==> src/rtl/dir_keypad_scanner.sv <==
// 4x4 active-low keypad scanner: column drive, row synchronizer, frame debounce, direction decode.
// Optional DIR_LATCH_EN: direction holds the last unambiguous one-hot value until clear.
module dir_keypad_scanner #(
  parameter int SCAN_DIV = 50000,
  parameter int DEBOUNCE = 4
) (
  input  logic       clk,
  input  logic       clear,
  output logic [3:0] key_col,
  input  logic [3:0] key_row,
  output logic [3:0] direction,
  output logic       key_event,
  output logic [3:0] key_code
);

  localparam int CW = (SCAN_DIV > 1) ? $clog2(SCAN_DIV) : 1;
  localparam logic [CW-1:0] CNT_LAST   = CW'(SCAN_DIV - 1);
  localparam logic [3:0]    STABLE_MAX = 4'(DEBOUNCE - 1);

  logic [3:0]    sync1_q, sync1_d, sync2_q, sync2_d;
  logic [CW-1:0] cnt_q, cnt_d;
  logic [1:0]    col_q, col_d;
  logic [15:0]   raw_q, raw_d, prev_q, prev_d, deb_q, deb_d;
  logic [3:0]    stable_cnt_q, stable_cnt_d;
  logic [3:0]    direction_q, direction_d;
  logic          key_event_q, key_event_d;
  logic [3:0]    key_code_q, key_code_d;

  logic [3:0]  col_onehot;
  logic [15:0] raw_frame;
  logic [15:0] new_keys;
  logic [3:0]  lowest;
  logic [3:0]  dir_keys;
  logic        slot_end, frame_end, same, dir_one_hot;

  assign col_onehot = 4'b0001 << col_q;

  // Current frame image with the row readback of the active column merged in.
  for (genvar gi = 0; gi < 4; gi++) begin : g_row
    assign raw_frame[4*gi +: 4] = (raw_q[4*gi +: 4] & ~col_onehot)
                                | ({4{~sync2_q[gi]}} & col_onehot);
  end

  always_comb begin
    sync1_d      = key_row;
    sync2_d      = sync1_q;
    cnt_d        = cnt_q;
    col_d        = col_q;
    raw_d        = raw_q;
    prev_d       = prev_q;
    deb_d        = deb_q;
    stable_cnt_d = stable_cnt_q;
    direction_d  = direction_q;
    key_event_d  = 1'b0;
    key_code_d   = key_code_q;
    same         = 1'b0;
    new_keys     = '0;
    lowest       = '0;

    slot_end  = (cnt_q == CNT_LAST);
    frame_end = slot_end && (col_q == 2'd3);

    cnt_d = slot_end ? '0 : cnt_q + 1'b1;
    if (slot_end) begin
      col_d = col_q + 2'd1;
      raw_d = raw_frame;
    end

    if (frame_end) begin
      prev_d = raw_frame;
      same   = (raw_frame == prev_q);
      if (!same)
        stable_cnt_d = '0;
      else if (stable_cnt_q != STABLE_MAX)
        stable_cnt_d = stable_cnt_q + 4'd1;

      if (DEBOUNCE == 1 || (same && stable_cnt_d == STABLE_MAX)) begin
        deb_d    = raw_frame;
        new_keys = raw_frame & ~deb_q;
        for (int i = 15; i >= 0; i--) begin
          if (new_keys[i]) lowest = 4'(i);
        end
        if (new_keys != '0) begin
          key_event_d = 1'b1;
          key_code_d  = lowest;
        end
      end
    end

    // Bit order {right, up, down, left} = keys {6, 1, 9, 4}.
    dir_keys    = {deb_d[6], deb_d[1], deb_d[9], deb_d[4]};
    dir_one_hot = (dir_keys != 4'b0000) && ((dir_keys & (dir_keys - 4'd1)) == 4'b0000);
`ifdef DIR_LATCH_EN
    if (dir_one_hot) direction_d = dir_keys;
`else
    direction_d = dir_one_hot ? dir_keys : 4'b0000;
`endif
  end

  always_ff @(posedge clk or posedge clear) begin
    if (clear) begin
      sync1_q      <= 4'hF;
      sync2_q      <= 4'hF;
      cnt_q        <= '0;
      col_q        <= '0;
      raw_q        <= '0;
      prev_q       <= '0;
      deb_q        <= '0;
      stable_cnt_q <= '0;
      direction_q  <= '0;
      key_event_q  <= 1'b0;
      key_code_q   <= '0;
    end else begin
      sync1_q      <= sync1_d;
      sync2_q      <= sync2_d;
      cnt_q        <= cnt_d;
      col_q        <= col_d;
      raw_q        <= raw_d;
      prev_q       <= prev_d;
      deb_q        <= deb_d;
      stable_cnt_q <= stable_cnt_d;
      direction_q  <= direction_d;
      key_event_q  <= key_event_d;
      key_code_q   <= key_code_d;
    end
  end

  assign key_col   = ~col_onehot;
  assign direction = direction_q;
  assign key_event = key_event_q;
  assign key_code  = key_code_q;

endmodule

==> config.mk <==
export PLATFORM = sky130hd
export DESIGN_NAME = dir_keypad_scanner
export DESIGN_NICKNAME = d
export VERILOG_FILES = /design/src/rtl/dir_keypad_scanner.sv
export SDC_FILE = /design/constraint.sdc
export NUM_CORES = 1
export LEC_CHECK = 0
export CAP_MARGIN = 10
export CORE_AREA = 2 2 87 89
export DETAILED_ROUTE_END_ITERATION = 12
export DIE_AREA = 0 0 89 91
export PLACE_DENSITY = 0.78
export SLEW_MARGIN = 20
export SYNTH_ARGS = -nofsm -noshare
export SYNTH_HDL_FRONTEND = slang
export SYNTH_SLANG_ARGS = --single-unit
==> constraint.sdc <==
create_clock -name clk -period 3.9 [get_ports clk]
set_input_delay 0.78 -clock clk [delete_from_list [all_inputs] [get_ports clk]]
set_output_delay 0.78 -clock clk [all_outputs]
set_load 0.005 [all_outputs]
# Word level (Yosys, flattened, before mapping)
# Cells that the tools add are included.
# W data, S select, Z words.
word_totals:
  ff_bits: 87
  elab_cells: 76
classes:
  n_addsub: 4
  n_eq_ne: 5
  n_shift: 1
  muxes: 26
  bitwise_logic: 20
  n_reduce_logical: 8
ops:
  columns: ["operator", "n"]
  rows:
  - ["$mux W4", 20]
  - ["$and A4 B4 Y4", 9]
  - ["$mux W10", 2]
  - ["$add A16 B1 Y16 const B", 1]
  - ["$and A16 B16 Y16", 1]
  - ["$eq A16 B16 Y1", 1]
  - ["$eq A16 B16 Y1 const B", 1]
  - ["$mux W16", 1]
  - ["$not A16 Y16", 1]
  - ["$or A4 B4 Y4", 4]
  - ["$reduce_bool A16 Y1", 1]
  - ["$add A4 B1 Y4 const B", 1]
  - ["$eq A4 B2 Y1 const B", 1]
  - ["$logic_not A4 Y1", 1]
  - ["$ne A4 B2 Y1 const B", 1]
  - ["$not A1 Y1", 4]
  - ["$not A4 Y4", 1]
  - ["$reduce_bool A4 Y1", 1]
  - ["$shl A1 B2 Y4 const A", 1]
  - ["$sub A4 B1 Y4 const B", 1]
  - ["$logic_and A1 B1 Y1", 3]
  - ["$mux W1", 3]
  - ["$reduce_and A3 Y1", 1]
  - ["$add A2 B1 Y2 const B", 1]
  - ["other kinds (2)", 2]

# Longest topological paths before layout
logic_depth:
  word_depth: 21
  depth_mapped: 13

# Worst setup path before layout
# OpenSTA, ideal clock, no wires.
synth_path:
  path_type: "reg2reg"
  start: "register col_q[0]"
  end: "register direction_q[2], in the netlist direction[2]"
  t_arrival_ps: 2530
  required_time_ps: 3772
  setup_slack_ps: 1242
  path_stages_with_launch: 13
  synth_period_minus_slack_ps: 2658
  path_cell_list: "dfrtp_1 inv_1 ha_1 buf_6 and2_4 o21ai_2 nand4b_4 nor4_2 nand2_1 or3_4 buf_6 mux2_4 nor3b_1"
synth_between:
  elab_chain_len: 16
  word_cells_on_any_way: 29
synth_lines:
  columns: ["item", "line_no", "rtl"]
  rows:
  - ["start, declared", "22", "logic [1:0] col_q, col_d;"]
  - ["start signal, assigned", "117", "col_q <= col_d;"]
  - ["$shl A1 B2 Y4", "36", "assign col_onehot = 4'b0001 << col_q;"]
  - ["$not A4 Y4", "40", "assign raw_frame[4*gi +: 4] = (raw_q[4*gi +: 4] & ~col_onehot)"]
  - ["$and A4 B4 Y4", "40", null]
  - ["$or A4 B4 Y4", "41", "| ({4{~sync2_q[gi]}} & col_onehot);"]
  - ["$eq A16 B16 Y1", "71", "same = (raw_frame == prev_q);"]
  - ["$mux W4", "72", "if (!same)"]
  - ["$mux W4", "69", "if (frame_end) begin"]
  - ["$eq A4 B2 Y1", "77", "if (DEBOUNCE == 1 || (same && stable_cnt_d == STABLE_MAX)) begin"]
  - ["[... 2 more ...]", null, null]
  - ["$mux W10 *", "69", null]
  - ["net deb_d[1]", "23", "logic [15:0] raw_q, raw_d, prev_q, prev_d, deb_q, deb_d;"]
  - ["$sub A4 B1 Y4", "92", "dir_one_hot = (dir_keys != 4'b0000) && ((dir_keys & (dir_keys - 4'd1)) == 4'b0000);"]
  - ["$and A4 B4 Y4", "92", null]
  - ["$logic_not A4 Y1", "92", null]
  - ["$logic_and A1 B1 Y1", "92", null]
  - ["$mux W4 *", "96", "direction_d = dir_one_hot ? dir_keys : 4'b0000;"]
  - ["net direction_d[2]", "25", "logic [3:0] direction_q, direction_d;"]
  - ["end signal, assigned", "122", "direction_q <= direction_d;"]
  - ["end, declared", "25", null]
# Mark *: on every way through the listed nets, which the timed path passes. The rest lies on a longest branch. The select of a mux whose other input is x is not followed.
# A chain may end at the register's enable or synchronous reset.

# Worst setup path after layout
layout_path:
  start: "register col_q[1]"
  end: "register direction_q[0], in the netlist direction[0]"
layout_between:
  elab_chain_len: 16
  word_cells_on_any_way: 29
layout_lines:
  columns: ["item", "line_no"]
  rows:
  - ["$shl A1 B2 Y4", "36"]
  - ["$not A4 Y4", "40"]
  - ["$and A4 B4 Y4", "40"]
  - ["$or A4 B4 Y4", "41"]
  - ["$eq A16 B16 Y1", "71"]
  - ["$mux W4", "72"]
  - ["$mux W4", "69"]
  - ["$eq A4 B2 Y1", "77"]
  - ["[... 2 more ...]", null]
  - ["$mux W10 *", "69"]
  - ["net deb_d[6]", "23"]
  - ["$sub A4 B1 Y4", "92"]
  - ["$and A4 B4 Y4", "92"]
  - ["$logic_not A4 Y1", "92"]
  - ["$logic_and A1 B1 Y1 *", "92"]
  - ["$mux W4 *", "96"]
  - ["net direction_d[0]", "25"]
# Marked as above.

==> run metrics <==
Slew HR=0.601; setup repair after global routing missed its margin=no; Final Max Slew Viols=0; Setup WS post-layout=0.759 ns; DR iter-0 viols=169; boundary pin count=19; die footprint=8100 um2; Max FO, Critical Path=29; GPL Wtd Cong=0.893; placed cell areas=4460 um2; DRC viols=0; Routed Wire Length=8.64 mm; GRT Total Usage=0.239; vias in the first global route=3129; setup violators final=0; PortBufs=18; worst hold path type=reg -> reg; Die Span X=89 um; Post-Syn Area=4190 um2; initial antenna violation count=0; Vias per Instance=5.57; warning count from the yosys run=0; synthesized area per cell=9.49 um2; maximum VDD drop=0.318 mV; # diodes=0; Via Count=3151; largest net degree at the start of global routing=40; Rows=31; Final period util=0.805; postcts setup bufs=0; Post-CTS Resized=0; # H-tree levels=3; Leakage Power=2.08 nW; #FFs+latches synth=87; Post-CTS Hold Fix Bufs=0; first-pass GRT wire length=15.0 mm; Final HPWL DP=6.27 mm; Critical Path End Type=flop; fin util=0.653; CTS root buf=clkbuf_8; cts bufs inserted=9; clk_lat worst skew=0.35 ns; power density over cell area=344 nW/um2; die height=91 um; initial core utilization=0.587; CP arrival=3.41 ns; upper clock frequency limit=0.318 GHz; aggregate global routing overflow=0; Max-cap violations=0; Routed Antenna Nets=0; final instance area=4660 um2; Critical Path Start Type=flop; crit path buf inv count=1; CP max-delay cell=or3_4; Clock transition at path regs=0.09 ns; CP peak stage delay=0.51 ns; Crit path required time=4.17 ns; nets=475; synth unique cells=44; Clock Skews=0.00570 ns; sequential share of the synthesized area=0.522; Tightest Pin Transition=0.598 ns; Max Buffers Root-to-Sink=2; Hold Vio Cnt, Final=0; Area growth, synth to finish=11.2%; ratio of cells with drive above 1 in the final layout=0.133; kind of critical path=reg -> reg; Post-Syn Nets=455; Post-Synthesis Cells=442; CTS tree=done; delay-heaviest family, CP=simple AND/OR/NAND/NOR gates; clk sink count=87; core area=7140 um2; post-route setup TNS=0 ns; drt first pass iters=4; Final min period=3.14 ns; CP Cell Sequence=inv_1 > ha_1 > and2_1 > nor3_1 > nand4b_1 > nor4_2 > nand2_1 > or3_4 > mux2_4 > nor3b_1; status=finished clean; drt wl/cell=15.3 um; post-place setup slack=0.867 ns
[power breakdown]
part / switching, W / internal (W) / total (W)
Combinational: 0.0000299 / 0.0000142 / 0.0000441
Clock: 0.000330 / 0.000318 / 0.000648
Sequential: 0.00000442 / 0.000909 / 0.000913
Total: 0.000364 / 0.00124 / 0.00161
[logic make-up after synthesis]
kind of cell,synth area share
and+or+nand+nor,0.265
DFF,0.522
adders and majority gates,0.0209
muxes,0.0257
xor gates and xnor gates,0.0292
buffers and inverters,0.0269
AOI/OAI and AO/OA,0.110
[area by class of cell]
type,instances,area (um2)
Tap cell,99,124
Multi-Input combinational cell,332,1890
Timing Repair Buffer,23,218
Clock inverter,6,68.8
Inverter,9,35.0
Sequential cell,87,2190
Clock buffer,10,138
Fill cell,605,2470
[per-layer routing]
metal / track usage / up-vias / wire [um]
li1: - / 1552 / -
met1: 0.310 / 1519 / 3930
met2: 0.384 / 60 / 4160
met3: 0.0527 / 20 / 292
met4: 0.0983 / 0 / 259
met5: 0 / - / 0
[registers in the layout (all words and copies together) (netlist names)]
name,count
direction,4
stable_cnt_q,4
key_code,4
key_event,1
deb_q,16
raw_q,16
sync2_q,4
cnt_q,16
col_q,2
prev_q,16
sync1_q,4
[final timing paths]
kind / depth (start not counted) / start / slack (ns) / end
setup / recovery: 10 / col_q[1] / 0.76 / direction[0]
hold / removal: 0 / sync1_q[1] / 0.36 / sync2_q[1]
setup reg to reg: 10 / col_q[1] / 0.76 / direction[0]
hold reg to reg: 0 / sync1_q[1] / 0.36 / sync2_q[1]
max in group asynchronous: 3 / clear / 2.32 / deb_q[9]
min in group asynchronous: 2 / clear / 0.79 / prev_q[0]
[through the flow]
step,power [W],instances,hold slack (ns)
floorplan,0.000957,442,0.345
global placement,0.000975,550,0.345
detailed placement,0.000976,550,0.349
CTS,0.00161,566,0.361
global route,0.00166,566,0.364
finish,0.00161,566,0.360
[cells in the final DEF, fill, tap and decap left out, types with 12 or more instances in the layout]
master | netlist | routed
dfrtp_1 | 79 | 79
o21ai_0 | 62 | 62
nand2_1 | 57 | 57
nor2_1 | 54 | 54
clkdlybuf4s50_1 | 0 | 18
and2_1 | 15 | 15
or2_2 | 15 | 15
nor3_1 | 14 | 14
nand3_1 | 12 | 12
[synthesized netlist by cell type]
cell type  count  area (um2)
or3_4          1        11.3
nor3b_2        1        12.5
xor2_1         8        70.1
buf_6          3        33.8
and2_4         3        26.3
nand4b_4       1        23.8
ha_1           7        87.6
nor2_1        54         203
nand4b_1       8        70.1
and3_1         6        37.5
o21ai_0       62         310
nand2_1       57         214
dfrtp_1       79        1980
nor2_2         3        18.8
o31ai_1        2        15.0
mux2_2         2        22.5
or2_2         15        93.8
or3_1          9        56.3
nor4_2         2        25.0
nor4_1         1        6.26
o22ai_1        4        25.0
inv_1          9        33.8
o21bai_1       1        7.51
dfstp_2        8         210
xnor2_1        6        52.6
mux2_4         3        45.0
clkbuf_1      10        37.5
a21o_1         1        7.51
o21ai_1        4        20.0
and4_1         1        8.76
buf_4          1        7.51
a21oi_1       10        50.1
nand3_1       12        60.1
nand2b_1       5        31.3
o21ai_2        1        8.76
mux2i_1        4        40.0
nor3_1        14        70.1
nor4b_1        1        8.76
o32a_1         1        10.0
and2_1        15        93.8
nor2b_1        2        12.5
a22o_1         1        8.76
nand4_1        1        6.26
nor3b_1        3        22.5
(Power assumes the default switching activity.)
